### src/rtl/mem_access_sequencer_if.sv
// Request/response and datapath-strobe bundle between the control unit,
// the memory access sequencer, and the MAR/MDR/RAM datapath.
interface mem_access_sequencer_if;
    localparam int unsigned OP_W    = 6;
    localparam int unsigned LSB_W   = 3;
    localparam int unsigned FAULT_W = 2;

    // Request side (control unit -> sequencer) and RAM handshake
    logic                 req;
    logic [OP_W-1:0]      req_op;
    logic [LSB_W-1:0]     addr_lsb;
    logic                 MFC;

    // Status back to the control unit
    logic                 busy;
    logic                 done;
    logic [FAULT_W-1:0]   fault;

    // Datapath strobes
    logic                 MAR_Enable;
    logic                 addr_inc;
    logic                 MDR_Enable;
    logic                 MDR_Mux_select;
    logic                 RAM_enable;
    logic [OP_W-1:0]      RAM_OpCode;
    logic                 word_sel;
    logic                 temp_enable;
    logic                 rf_write;

    modport master (
        output req, req_op, addr_lsb, MFC,
        input  busy, done, fault,
        input  MAR_Enable, addr_inc, MDR_Enable, MDR_Mux_select,
        input  RAM_enable, RAM_OpCode, word_sel, temp_enable, rf_write
    );

    modport slave (
        input  req, req_op, addr_lsb, MFC,
        output busy, done, fault,
        output MAR_Enable, addr_inc, MDR_Enable, MDR_Mux_select,
        output RAM_enable, RAM_OpCode, word_sel, temp_enable, rf_write
    );
endinterface

### src/rtl/mem_access_sequencer.sv
// Steps one SPARC V8 load/store/doubleword/SWAP through MAR, RAM (MFC handshake),
// MDR and register-file write-back; reports alignment, illegal-op and timeout faults.
module mem_access_sequencer #(
    parameter int unsigned TIMEOUT_CYCLES = 15
) (
    input  logic                  Clk,
    input  logic                  RESET,
    mem_access_sequencer_if.slave bus
);
    localparam int unsigned OP_W    = 6;
    localparam int unsigned CNT_W   = 8;
    localparam int unsigned FAULT_W = 2;

    localparam logic [OP_W-1:0] OP_LD   = 6'b000000;
    localparam logic [OP_W-1:0] OP_LDUB = 6'b000001;
    localparam logic [OP_W-1:0] OP_LDUH = 6'b000010;
    localparam logic [OP_W-1:0] OP_LDD  = 6'b000011;
    localparam logic [OP_W-1:0] OP_ST   = 6'b000100;
    localparam logic [OP_W-1:0] OP_STB  = 6'b000101;
    localparam logic [OP_W-1:0] OP_STH  = 6'b000110;
    localparam logic [OP_W-1:0] OP_STD  = 6'b000111;
    localparam logic [OP_W-1:0] OP_LDSB = 6'b001001;
    localparam logic [OP_W-1:0] OP_LDSH = 6'b001010;
    localparam logic [OP_W-1:0] OP_SWAP = 6'b001111;

    localparam logic [FAULT_W-1:0] FLT_NONE    = 2'b00;
    localparam logic [FAULT_W-1:0] FLT_ALIGN   = 2'b01;
    localparam logic [FAULT_W-1:0] FLT_TIMEOUT = 2'b10;
    localparam logic [FAULT_W-1:0] FLT_ILLEGAL = 2'b11;

    localparam logic [CNT_W-1:0] CNT_LAST = CNT_W'(TIMEOUT_CYCLES - 1);

    typedef enum logic [3:0] {
        S_IDLE,
        S_MAR,
        S_RD_WAIT,
        S_RD_MDR,
        S_TEMP,
        S_WR_MDR,
        S_WR_WAIT,
        S_WB,
        S_DONE
    } state_t;

    state_t             r_state;
    logic [OP_W-1:0]    r_op;
    logic               r_word_sel;
    logic [CNT_W-1:0]   r_cnt;

    logic               r_busy;
    logic               r_done;
    logic [FAULT_W-1:0] r_fault;
    logic               r_mar_en;
    logic               r_addr_inc;
    logic               r_mdr_en;
    logic               r_mdr_sel;
    logic               r_ram_en;
    logic [OP_W-1:0]    r_ram_op;
    logic               r_temp_en;
    logic               r_rf_write;

    state_t             w_nxt_state;
    logic [OP_W-1:0]    w_nxt_op;
    logic               w_nxt_word_sel;
    logic [CNT_W-1:0]   w_nxt_cnt;
    logic [FAULT_W-1:0] w_nxt_fault;

    function automatic logic f_legal(input logic [OP_W-1:0] op);
        case (op)
            OP_LD, OP_LDUB, OP_LDUH, OP_LDSB, OP_LDSH, OP_LDD,
            OP_ST, OP_STB, OP_STH, OP_STD, OP_SWAP: f_legal = 1'b1;
            default:                                f_legal = 1'b0;
        endcase
    endfunction

    function automatic logic f_misaligned(input logic [OP_W-1:0] op, input logic [2:0] lsb);
        case (op)
            OP_LD, OP_ST, OP_SWAP:    f_misaligned = (lsb[1:0] != 2'b00);
            OP_LDUH, OP_LDSH, OP_STH: f_misaligned = lsb[0];
            OP_LDD, OP_STD:           f_misaligned = (lsb != 3'b000);
            default:                  f_misaligned = 1'b0;
        endcase
    endfunction

    function automatic logic f_is_store(input logic [OP_W-1:0] op);
        f_is_store = (op == OP_ST) || (op == OP_STB) || (op == OP_STH) || (op == OP_STD);
    endfunction

    // Doubleword and SWAP present plain LD/ST opcodes; everything else passes op3 through
    function automatic logic [OP_W-1:0] f_ram_op(input state_t st, input logic [OP_W-1:0] op);
        f_ram_op = OP_LD;
        if (st == S_RD_WAIT) begin
            f_ram_op = ((op == OP_SWAP) || (op == OP_LDD)) ? OP_LD : op;
        end else if (st == S_WR_WAIT) begin
            f_ram_op = ((op == OP_SWAP) || (op == OP_STD)) ? OP_ST : op;
        end
    endfunction

    // Next-state decode; MFC takes priority over the timeout check in wait states
    always_comb begin
        w_nxt_state    = r_state;
        w_nxt_op       = r_op;
        w_nxt_word_sel = r_word_sel;
        w_nxt_cnt      = r_cnt;
        w_nxt_fault    = FLT_NONE;
        case (r_state)
            S_IDLE: begin
                if (bus.req) begin
                    w_nxt_op       = bus.req_op;
                    w_nxt_word_sel = 1'b0;
                    if (!f_legal(bus.req_op)) begin
                        w_nxt_state = S_DONE;
                        w_nxt_fault = FLT_ILLEGAL;
                    end else if (f_misaligned(bus.req_op, bus.addr_lsb)) begin
                        w_nxt_state = S_DONE;
                        w_nxt_fault = FLT_ALIGN;
                    end else begin
                        w_nxt_state = S_MAR;
                    end
                end
            end
            S_MAR: begin
                w_nxt_state = f_is_store(r_op) ? S_WR_MDR : S_RD_WAIT;
                w_nxt_cnt   = '0;
            end
            S_RD_WAIT: begin
                if (bus.MFC) begin
                    w_nxt_state = S_RD_MDR;
                end else if (r_cnt == CNT_LAST) begin
                    w_nxt_state = S_DONE;
                    w_nxt_fault = FLT_TIMEOUT;
                end else begin
                    w_nxt_cnt = r_cnt + CNT_W'(1);
                end
            end
            S_RD_MDR: begin
                w_nxt_state = (r_op == OP_SWAP) ? S_TEMP : S_WB;
            end
            S_TEMP: begin
                w_nxt_state = S_WR_MDR;
            end
            S_WR_MDR: begin
                w_nxt_state = S_WR_WAIT;
                w_nxt_cnt   = '0;
            end
            S_WR_WAIT: begin
                if (bus.MFC) begin
                    if (r_op == OP_SWAP) begin
                        w_nxt_state = S_WB;
                    end else if ((r_op == OP_STD) && !r_word_sel) begin
                        w_nxt_state    = S_MAR;
                        w_nxt_word_sel = 1'b1;
                    end else begin
                        w_nxt_state = S_DONE;
                    end
                end else if (r_cnt == CNT_LAST) begin
                    w_nxt_state = S_DONE;
                    w_nxt_fault = FLT_TIMEOUT;
                end else begin
                    w_nxt_cnt = r_cnt + CNT_W'(1);
                end
            end
            S_WB: begin
                if ((r_op == OP_LDD) && !r_word_sel) begin
                    w_nxt_state    = S_MAR;
                    w_nxt_word_sel = 1'b1;
                end else begin
                    w_nxt_state = S_DONE;
                end
            end
            S_DONE: begin
                w_nxt_state = S_IDLE;
            end
            default: begin
                w_nxt_state = S_IDLE;
            end
        endcase
    end

    // State plus Moore outputs registered from the next state, so they line up with r_state
    always_ff @(posedge Clk) begin
        if (!RESET) begin
            r_state    <= S_IDLE;
            r_op       <= '0;
            r_word_sel <= 1'b0;
            r_cnt      <= '0;
            r_busy     <= 1'b0;
            r_done     <= 1'b0;
            r_fault    <= FLT_NONE;
            r_mar_en   <= 1'b0;
            r_addr_inc <= 1'b0;
            r_mdr_en   <= 1'b0;
            r_mdr_sel  <= 1'b0;
            r_ram_en   <= 1'b0;
            r_ram_op   <= '0;
            r_temp_en  <= 1'b0;
            r_rf_write <= 1'b0;
        end else begin
            r_state    <= w_nxt_state;
            r_op       <= w_nxt_op;
            r_word_sel <= w_nxt_word_sel;
            r_cnt      <= w_nxt_cnt;
            r_busy     <= (w_nxt_state != S_IDLE);
            r_done     <= (w_nxt_state == S_DONE);
            r_fault    <= (w_nxt_state == S_DONE) ? w_nxt_fault : FLT_NONE;
            r_mar_en   <= (w_nxt_state == S_MAR);
            r_addr_inc <= (w_nxt_state == S_MAR) && w_nxt_word_sel;
            r_mdr_en   <= (w_nxt_state == S_RD_MDR) || (w_nxt_state == S_WR_MDR);
            r_mdr_sel  <= (w_nxt_state == S_RD_WAIT) || (w_nxt_state == S_RD_MDR);
            r_ram_en   <= (w_nxt_state == S_RD_WAIT) || (w_nxt_state == S_WR_WAIT);
            r_ram_op   <= f_ram_op(w_nxt_state, w_nxt_op);
            r_temp_en  <= (w_nxt_state == S_TEMP);
            r_rf_write <= (w_nxt_state == S_WB);
        end
    end

    assign bus.busy           = r_busy;
    assign bus.done           = r_done;
    assign bus.fault          = r_fault;
    assign bus.MAR_Enable     = r_mar_en;
    assign bus.addr_inc       = r_addr_inc;
    assign bus.MDR_Enable     = r_mdr_en;
    assign bus.MDR_Mux_select = r_mdr_sel;
    assign bus.RAM_enable     = r_ram_en;
    assign bus.RAM_OpCode     = r_ram_op;
    assign bus.word_sel       = r_word_sel;
    assign bus.temp_enable    = r_temp_en;
    assign bus.rf_write       = r_rf_write;

endmodule

### src/flat_wrapper.sv
// flat-port wrapper written by rule: the top's interface ports become plain ports
module mem_access_sequencer_flat 
#(
    parameter int unsigned TIMEOUT_CYCLES = 15
)
  (Clk, RESET, bus_req, bus_req_op, bus_addr_lsb, bus_MFC, bus_busy, bus_done, bus_fault, bus_MAR_Enable, bus_addr_inc, bus_MDR_Enable, bus_MDR_Mux_select, bus_RAM_enable, bus_RAM_OpCode, bus_word_sel, bus_temp_enable, bus_rf_write);
  mem_access_sequencer_if bus_i ();
  input  logic Clk;
  input  logic RESET;
  input wire logic [$bits(bus_i.req)-1:0] bus_req;
  input wire logic [$bits(bus_i.req_op)-1:0] bus_req_op;
  input wire logic [$bits(bus_i.addr_lsb)-1:0] bus_addr_lsb;
  input wire logic [$bits(bus_i.MFC)-1:0] bus_MFC;
  output wire logic [$bits(bus_i.busy)-1:0] bus_busy;
  output wire logic [$bits(bus_i.done)-1:0] bus_done;
  output wire logic [$bits(bus_i.fault)-1:0] bus_fault;
  output wire logic [$bits(bus_i.MAR_Enable)-1:0] bus_MAR_Enable;
  output wire logic [$bits(bus_i.addr_inc)-1:0] bus_addr_inc;
  output wire logic [$bits(bus_i.MDR_Enable)-1:0] bus_MDR_Enable;
  output wire logic [$bits(bus_i.MDR_Mux_select)-1:0] bus_MDR_Mux_select;
  output wire logic [$bits(bus_i.RAM_enable)-1:0] bus_RAM_enable;
  output wire logic [$bits(bus_i.RAM_OpCode)-1:0] bus_RAM_OpCode;
  output wire logic [$bits(bus_i.word_sel)-1:0] bus_word_sel;
  output wire logic [$bits(bus_i.temp_enable)-1:0] bus_temp_enable;
  output wire logic [$bits(bus_i.rf_write)-1:0] bus_rf_write;
  assign bus_i.req = bus_req;
  assign bus_i.req_op = bus_req_op;
  assign bus_i.addr_lsb = bus_addr_lsb;
  assign bus_i.MFC = bus_MFC;
  assign bus_busy = bus_i.busy;
  assign bus_done = bus_i.done;
  assign bus_fault = bus_i.fault;
  assign bus_MAR_Enable = bus_i.MAR_Enable;
  assign bus_addr_inc = bus_i.addr_inc;
  assign bus_MDR_Enable = bus_i.MDR_Enable;
  assign bus_MDR_Mux_select = bus_i.MDR_Mux_select;
  assign bus_RAM_enable = bus_i.RAM_enable;
  assign bus_RAM_OpCode = bus_i.RAM_OpCode;
  assign bus_word_sel = bus_i.word_sel;
  assign bus_temp_enable = bus_i.temp_enable;
  assign bus_rf_write = bus_i.rf_write;
  mem_access_sequencer #(.TIMEOUT_CYCLES(TIMEOUT_CYCLES)) u_core (.Clk(Clk), .RESET(RESET), .bus(bus_i));
endmodule
### config.mk
export PLATFORM = sky130hd
export DESIGN_NAME = mem_access_sequencer_flat
export DESIGN_NICKNAME = d
export VERILOG_FILES = /design/src/rtl/mem_access_sequencer_if.sv /design/src/rtl/mem_access_sequencer.sv /design/src/flat_wrapper.sv
export SDC_FILE = /design/constraint.sdc
export NUM_CORES = 1
export LEC_CHECK = 0
export CAP_MARGIN = 20
export CORE_ASPECT_RATIO = 1.2
export CORE_MARGIN = 2
export CORE_UTILIZATION = 40
export CTS_CLUSTER_SIZE = 14
export DETAILED_ROUTE_END_ITERATION = 16
export GPL_TIMING_DRIVEN = 0
export PLACE_DENSITY_LB_ADDON = 0.05
export SETUP_SLACK_MARGIN = 0.1
export SLEW_MARGIN = 20
export SYNTH_ARGS = -nofsm -noshare
export SYNTH_HDL_FRONTEND = slang
export SYNTH_SLANG_ARGS = --single-unit
### constraint.sdc
create_clock -name Clk -period 2.7 [get_ports Clk]
set_clock_uncertainty 0.2 [all_clocks]
set_input_delay 0.27 -clock Clk [delete_from_list [all_inputs] [get_ports Clk]]
set_output_delay 0.27 -clock Clk [all_outputs]
set_load 0.005 [all_outputs]
# Word-level counts from Yosys, hierarchy flattened
# Memories as Yosys holds them, arrays and structs flattened.
# Cells that the tools add are included.
# op_classes
n_addsub	1
eq_ne	34
mux	40
reduce_logical	26
# ops
cell	n
$eq A6 B3 Y1 const B	8
$mux W4	9
$mux W6	6
$eq A4 B3 Y1 const B	8
$pmux W4 S8	1
$eq A6 B2 Y1 const B	4
$eq A6 B4 Y1 const B	4
$eq A4 B2 Y1 const B	4
$mux W8	2
$pmux W8 S2	1
$mux W1	12
$mux W2	5
$add A8 B1 Y8 const B	1
$eq A4 B1 Y1 const B	2
$eq A8 B4 Y1 const B	1
$logic_or A1 B1 Y1	8
$logic_not A6 Y1	1
$pmux W1 S3	2
$reduce_or A2 Y1	3
$reduce_or A3 Y1	2
$eq A4 B4 Y1 const B	1
$logic_not A4 Y1	1
$ne A2 B2 Y1 const B	2
$pmux W2 S2	1
9 further kinds	12
# word_totals
reg_bits	36
rom_bits	16
output_inout_bits	18
memories	1
# memory_table
name	words	width	read_ports	rd_clocked_by_memory_dff	wr	line_no	rtl
(no name shown)	16	1	1	0	0	mem_access_sequencer.sv:69	case (op)

# Longest topological paths before layout
# depth
ltp_word	14
ltp_mapped	9
ltp_nobuf	9

# Worst setup path before layout
# No wires, ideal clock.
# synth_timing
path_type	reg-to-reg
from	register u_core.r_cnt[0]
to	register u_core.r_ram_op[0] (netlist: u_core.bus.RAM_OpCode[0])
setup_ps	60
arrival_time_ps	1847
required_ps	2440
setup_slack_ps	594
path_stages_with_launch	9
synth_period_minus_slack_ps	2106
cell_sequence	dfxtp_1 inv_1 ha_1 nand4b_2 o41ai_4 o221a_4 o2111ai_4 nor4_1 a41o_1
# synth_via
elab_chain_cells	7
word_cells_on_any_way	9
cone_classes	eq/ne (3); mux (6)
# synth_lines
element	line_no	rtl
start, declared	mem_access_sequencer.sv:48	logic [CNT_W-1:0] r_cnt;
start signal, assigned	mem_access_sequencer.sv:202	r_cnt <= w_nxt_cnt;
$eq A8 B4 Y1 (*)	mem_access_sequencer.sv:129, mem_access_sequencer.sv:156	
$mux W4 (*)	mem_access_sequencer.sv:129, mem_access_sequencer.sv:156	
$mux W4 (on tied branches)	mem_access_sequencer.sv:147, mem_access_sequencer.sv:127	
$pmux W4 S8 (*)	mem_access_sequencer.sv:106	case (r_state)
$eq A4 B3 Y1	mem_access_sequencer.sv:94	end else if (st == S_WR_WAIT) begin
$mux W6	mem_access_sequencer.sv:94	
$mux W6 (*)	mem_access_sequencer.sv:92	if (st == S_RD_WAIT) begin
end signal, assigned	mem_access_sequencer.sv:211	r_ram_op <= f_ram_op(w_nxt_state, w_nxt_op);
end, declared	mem_access_sequencer.sv:58	logic [OP_W-1:0] r_ram_op;
# Mark *: on every way between the ends. The rest lies on a longest branch, timed or not.
# A chain may end at the register's enable or synchronous reset.

# Worst setup path after layout
# layout_timing
from	input bus_req_op[0]
to	register u_core.r_ram_op[0] (netlist: u_core.bus.RAM_OpCode[0])
# layout_via
elab_chain_cells	13
word_cells_on_any_way	36
cone_classes	eq/ne (12); mux (17); reduce/logical (6); memory (1)
# layout_lines
element	line_no	rtl
start, declared	flat_wrapper.sv:11	input wire logic [$bits(bus_i.req_op)-1:0] bus_req_op;
$eq A6 B2 Y1 (tied with other cells)	mem_access_sequencer.sv:77	case (op)
$reduce_or A3 Y1 or $reduce_or A2 Y1 (tied branches)	mem_access_sequencer.sv:77	
$pmux W1 S3	mem_access_sequencer.sv:77	
$mux W1	mem_access_sequencer.sv:111	if (!f_legal(bus.req_op)) begin
$mux W1	mem_access_sequencer.sv:108	if (bus.req) begin
$mux W1	mem_access_sequencer.sv:106	
$mux W4	mem_access_sequencer.sv:114	end else if (f_misaligned(bus.req_op, bus.addr_lsb)) begin
$mux W4	mem_access_sequencer.sv:111	
$mux W4	mem_access_sequencer.sv:108	
$pmux W4 S8	mem_access_sequencer.sv:106	
$eq A4 B3 Y1	mem_access_sequencer.sv:94	
$mux W6	mem_access_sequencer.sv:94	
$mux W6 (*)	mem_access_sequencer.sv:92	
# Mark *: on every way between the ends. The rest lies on a longest branch, timed or not. The select of a mux whose other input is x is not followed.

==> results.md <==
* Fmax at 0.408 GHz
* Layout Area Growth over Synthesis at 26.1%
* Async SR Flop Fraction at 0
* Largest area contributor in the netlist: dfxtp_1
* Final hold violation count at 0
* Ys flop type: dfxtp_1
* Hold Crit Class: flop to flop
* DPL Wire Length at 3210 um
* P per Cell Area at 497 nW/um2
* Worst slack, placed at -0.121 ns
* Worst Path Max Fanout at 5
* Fin cells at 306
* DRC violations left at 0
* Placer congestion estimate at 0.815
* Clk root buf: clkbuf_8
* Total CTS buffers at 5
* Post-synth EDFFs at 0
* Number of setup buffers added after CTS at 0
* Actual slew at the worst max-slew pin at 0.526 ns
* Clk sinks at 36
* Tmin final at 2.45 ns
* WP data arrival at 2.49 ns
* Share of the synthesized area in the top cell type at 0.385
* CTS clk-pin slew, worst paths at 0.07 ns
* Util after Layout at 0.518
* Port-buffer cells at 30
* Seq/Total Area, Yosys at 0.385
* Ant. Diodes at 0
* Final Net Count at 265
* Final wirelength at 4280 um
* Final instance area at 2360 um2
* Top cells by count, synth: dfxtp_1 (36), nand2_1 (27), nor2_1 (20)
* Cell count after synthesis at 210
* Placed instance area at 2250 um2
* Syn nets at 228
* Vias at 1629
* RSZ-0062 raised after global routing: false
* Synthesis Warnings at 0
* Vias in the first global route at 1612
* DIE AREA at 5250 um2
* Placed Cells at 298
* WP data required at 2.74 ns
* Aggregate global routing overflow at 0
* Clk_lat worst skew at 0.29 ns
* DR iter-0 viols at 53
* Bufs on Longest Clock Path at 2
* DIE HEIGHT at 79.0 um
* Std-Cell Rows at 27
* Initial Util at 0.411
* Max-cap violations at 0
* Synth Cell Area at 1870 um2
* H-tree levels at 2
* Post-synth cell types at 51
* CTS hold repair buffers at 0
* Syn Area/Cell at 8.93 um2
* Global-route wire length before repair at 7210 um
* Via-to-Cell Ratio at 5.32
* Pleak at 0.961 nW
* Peak VDD IR at 279 uV
* Final setup vio count at 0
* Seq cells post-synth at 36
* Aggregate global-route resource usage at 0.178
* Drt wl/cell at 14.0 um
* Antenna violations before repair at 0
* Post-CTS resize count at 0
* CTS tree: built
* Startpoint Class: input pin
* DRT Pass-1 Iters at 4
* Chip width at 66.5 um
* Largest net degree at the start of global routing at 12
* Slack of the critical path at 0.248 ns
* Share of layout cells above drive strength 1 at 0.0927
* Status: finished clean
* Count leader, synth: dfxtp_1
* Rel. slew slack at 0.648
* Ranking of synthesized cells by area: dfxtp_1 (38%), nand2_1 (5.4%), nor2_1 (4.0%)
* Tcrit/Tclk final at 0.908
* Core area at 4560 um2
* CP endpoint kind: flop
* Count of final max-slew check failures at 0
* ANT nets after route at 0
* Critical path type: input pin to flop
* Top Ports at 31
routing by layer:
layer | vias to the layer above | GRT usage | routed length (um)
met1 | 771 | 0.207 | 1890
li1 | 828 | - | -
met4 | 0 | 0.0796 | 68
met2 | 25 | 0.304 | 2180
met3 | 5 | 0.0453 | 145
met5 | - | 0 | 0
kinds of logic (layout without fill, tap and decap cells):
kind of cell	count (synthesis)	after routing	share of synthesized area
muxes	4	4	0.0220
and+or+nand+nor	104	104	0.306
adders and majority gates	5	5	0.0334
xor gates and xnor gates	8	8	0.0374
DFF	36	36	0.385
AOI/OAI and AO/OA	40	40	0.188
buffers and inverters	13	51	0.0294
sequential cells by signal (all words and copies together), names as in the netlist:
name                       count
u_core.r_cnt                   8
u_core.bus.RAM_OpCode          6
u_core.r_op                    6
u_core.r_state                 4
u_core.bus.fault               2
u_core.bus.MAR_Enable          1
u_core.bus.MDR_Enable          1
u_core.bus.MDR_Mux_select      1
u_core.bus.RAM_enable          1
u_core.bus.addr_inc            1
u_core.bus.busy                1
u_core.bus.done                1
u_core.bus.rf_write            1
u_core.bus.temp_enable         1
u_core.bus.word_sel            1
cell usage in the layout, fill, tap and decap left out, drive strengths merged, types with 6 or more instances in the layout:
cell	n
nor2b	7
dfxtp	36
nor2	20
and3	8
clkdlybuf4s50	30
nand2	27
nand4	6
and2	9
a21boi	6
o21ai	11
clkbuf	9
worst paths after layout:
check                       start                        to  slack (ns)  depth (start not counted)
hold reg to reg    u_core.r_op[4]            u_core.r_op[4]        0.31                          2
hold / removal     u_core.r_op[4]            u_core.r_op[4]        0.31                          2
setup reg to reg  u_core.r_cnt[0]  u_core.bus.RAM_OpCode[0]        0.32                          8
setup / recovery    bus_req_op[0]  u_core.bus.RAM_OpCode[0]        0.25                          9
through the flow:
step / hold slack (ns) / TNS [ns] / total power, W
after floorplan: 0.232 / 0 / 0.000659
after global placement: 0.318 / -0.571 / 0.000725
after detailed placement: 0.309 / -0.457 / 0.000724
after CTS: 0.322 / 0 / 0.00119
after global routing: 0.349 / 0 / 0.00123
final: 0.314 / 0 / 0.00118
worst max-delay path: stages:
cell and delay, ns:
clkdlybuf4s50_1 0.57, inv_1 0.09, ha_1 0.28, mux2i_1 0.06
a211o_1 0.35, a31oi_4 0.27, o2111ai_4 0.18, nor4_1 0.30
a41o_1 0.13
power breakdown:
group / total (W) / internal [W] / switching [W]
clock: 0.000463 / 0.000274 / 0.000189
combinational: 0.000156 / 0.0000727 / 0.0000834
sequential: 0.000557 / 0.000548 / 0.00000890
final cells by class:
class	count	area, um2
Buffer	8	36.3
Clock buffer	6	72.6
Clock inverter	2	35.0
Fill cell	445	2200
Inverter	5	18.8
Multi-Input combinational cell	161	1110
Sequential cell	36	721
Tap cell	58	72.6
Timing Repair Buffer	30	300
No activity file was read; power rests on OpenSTA's default activity.
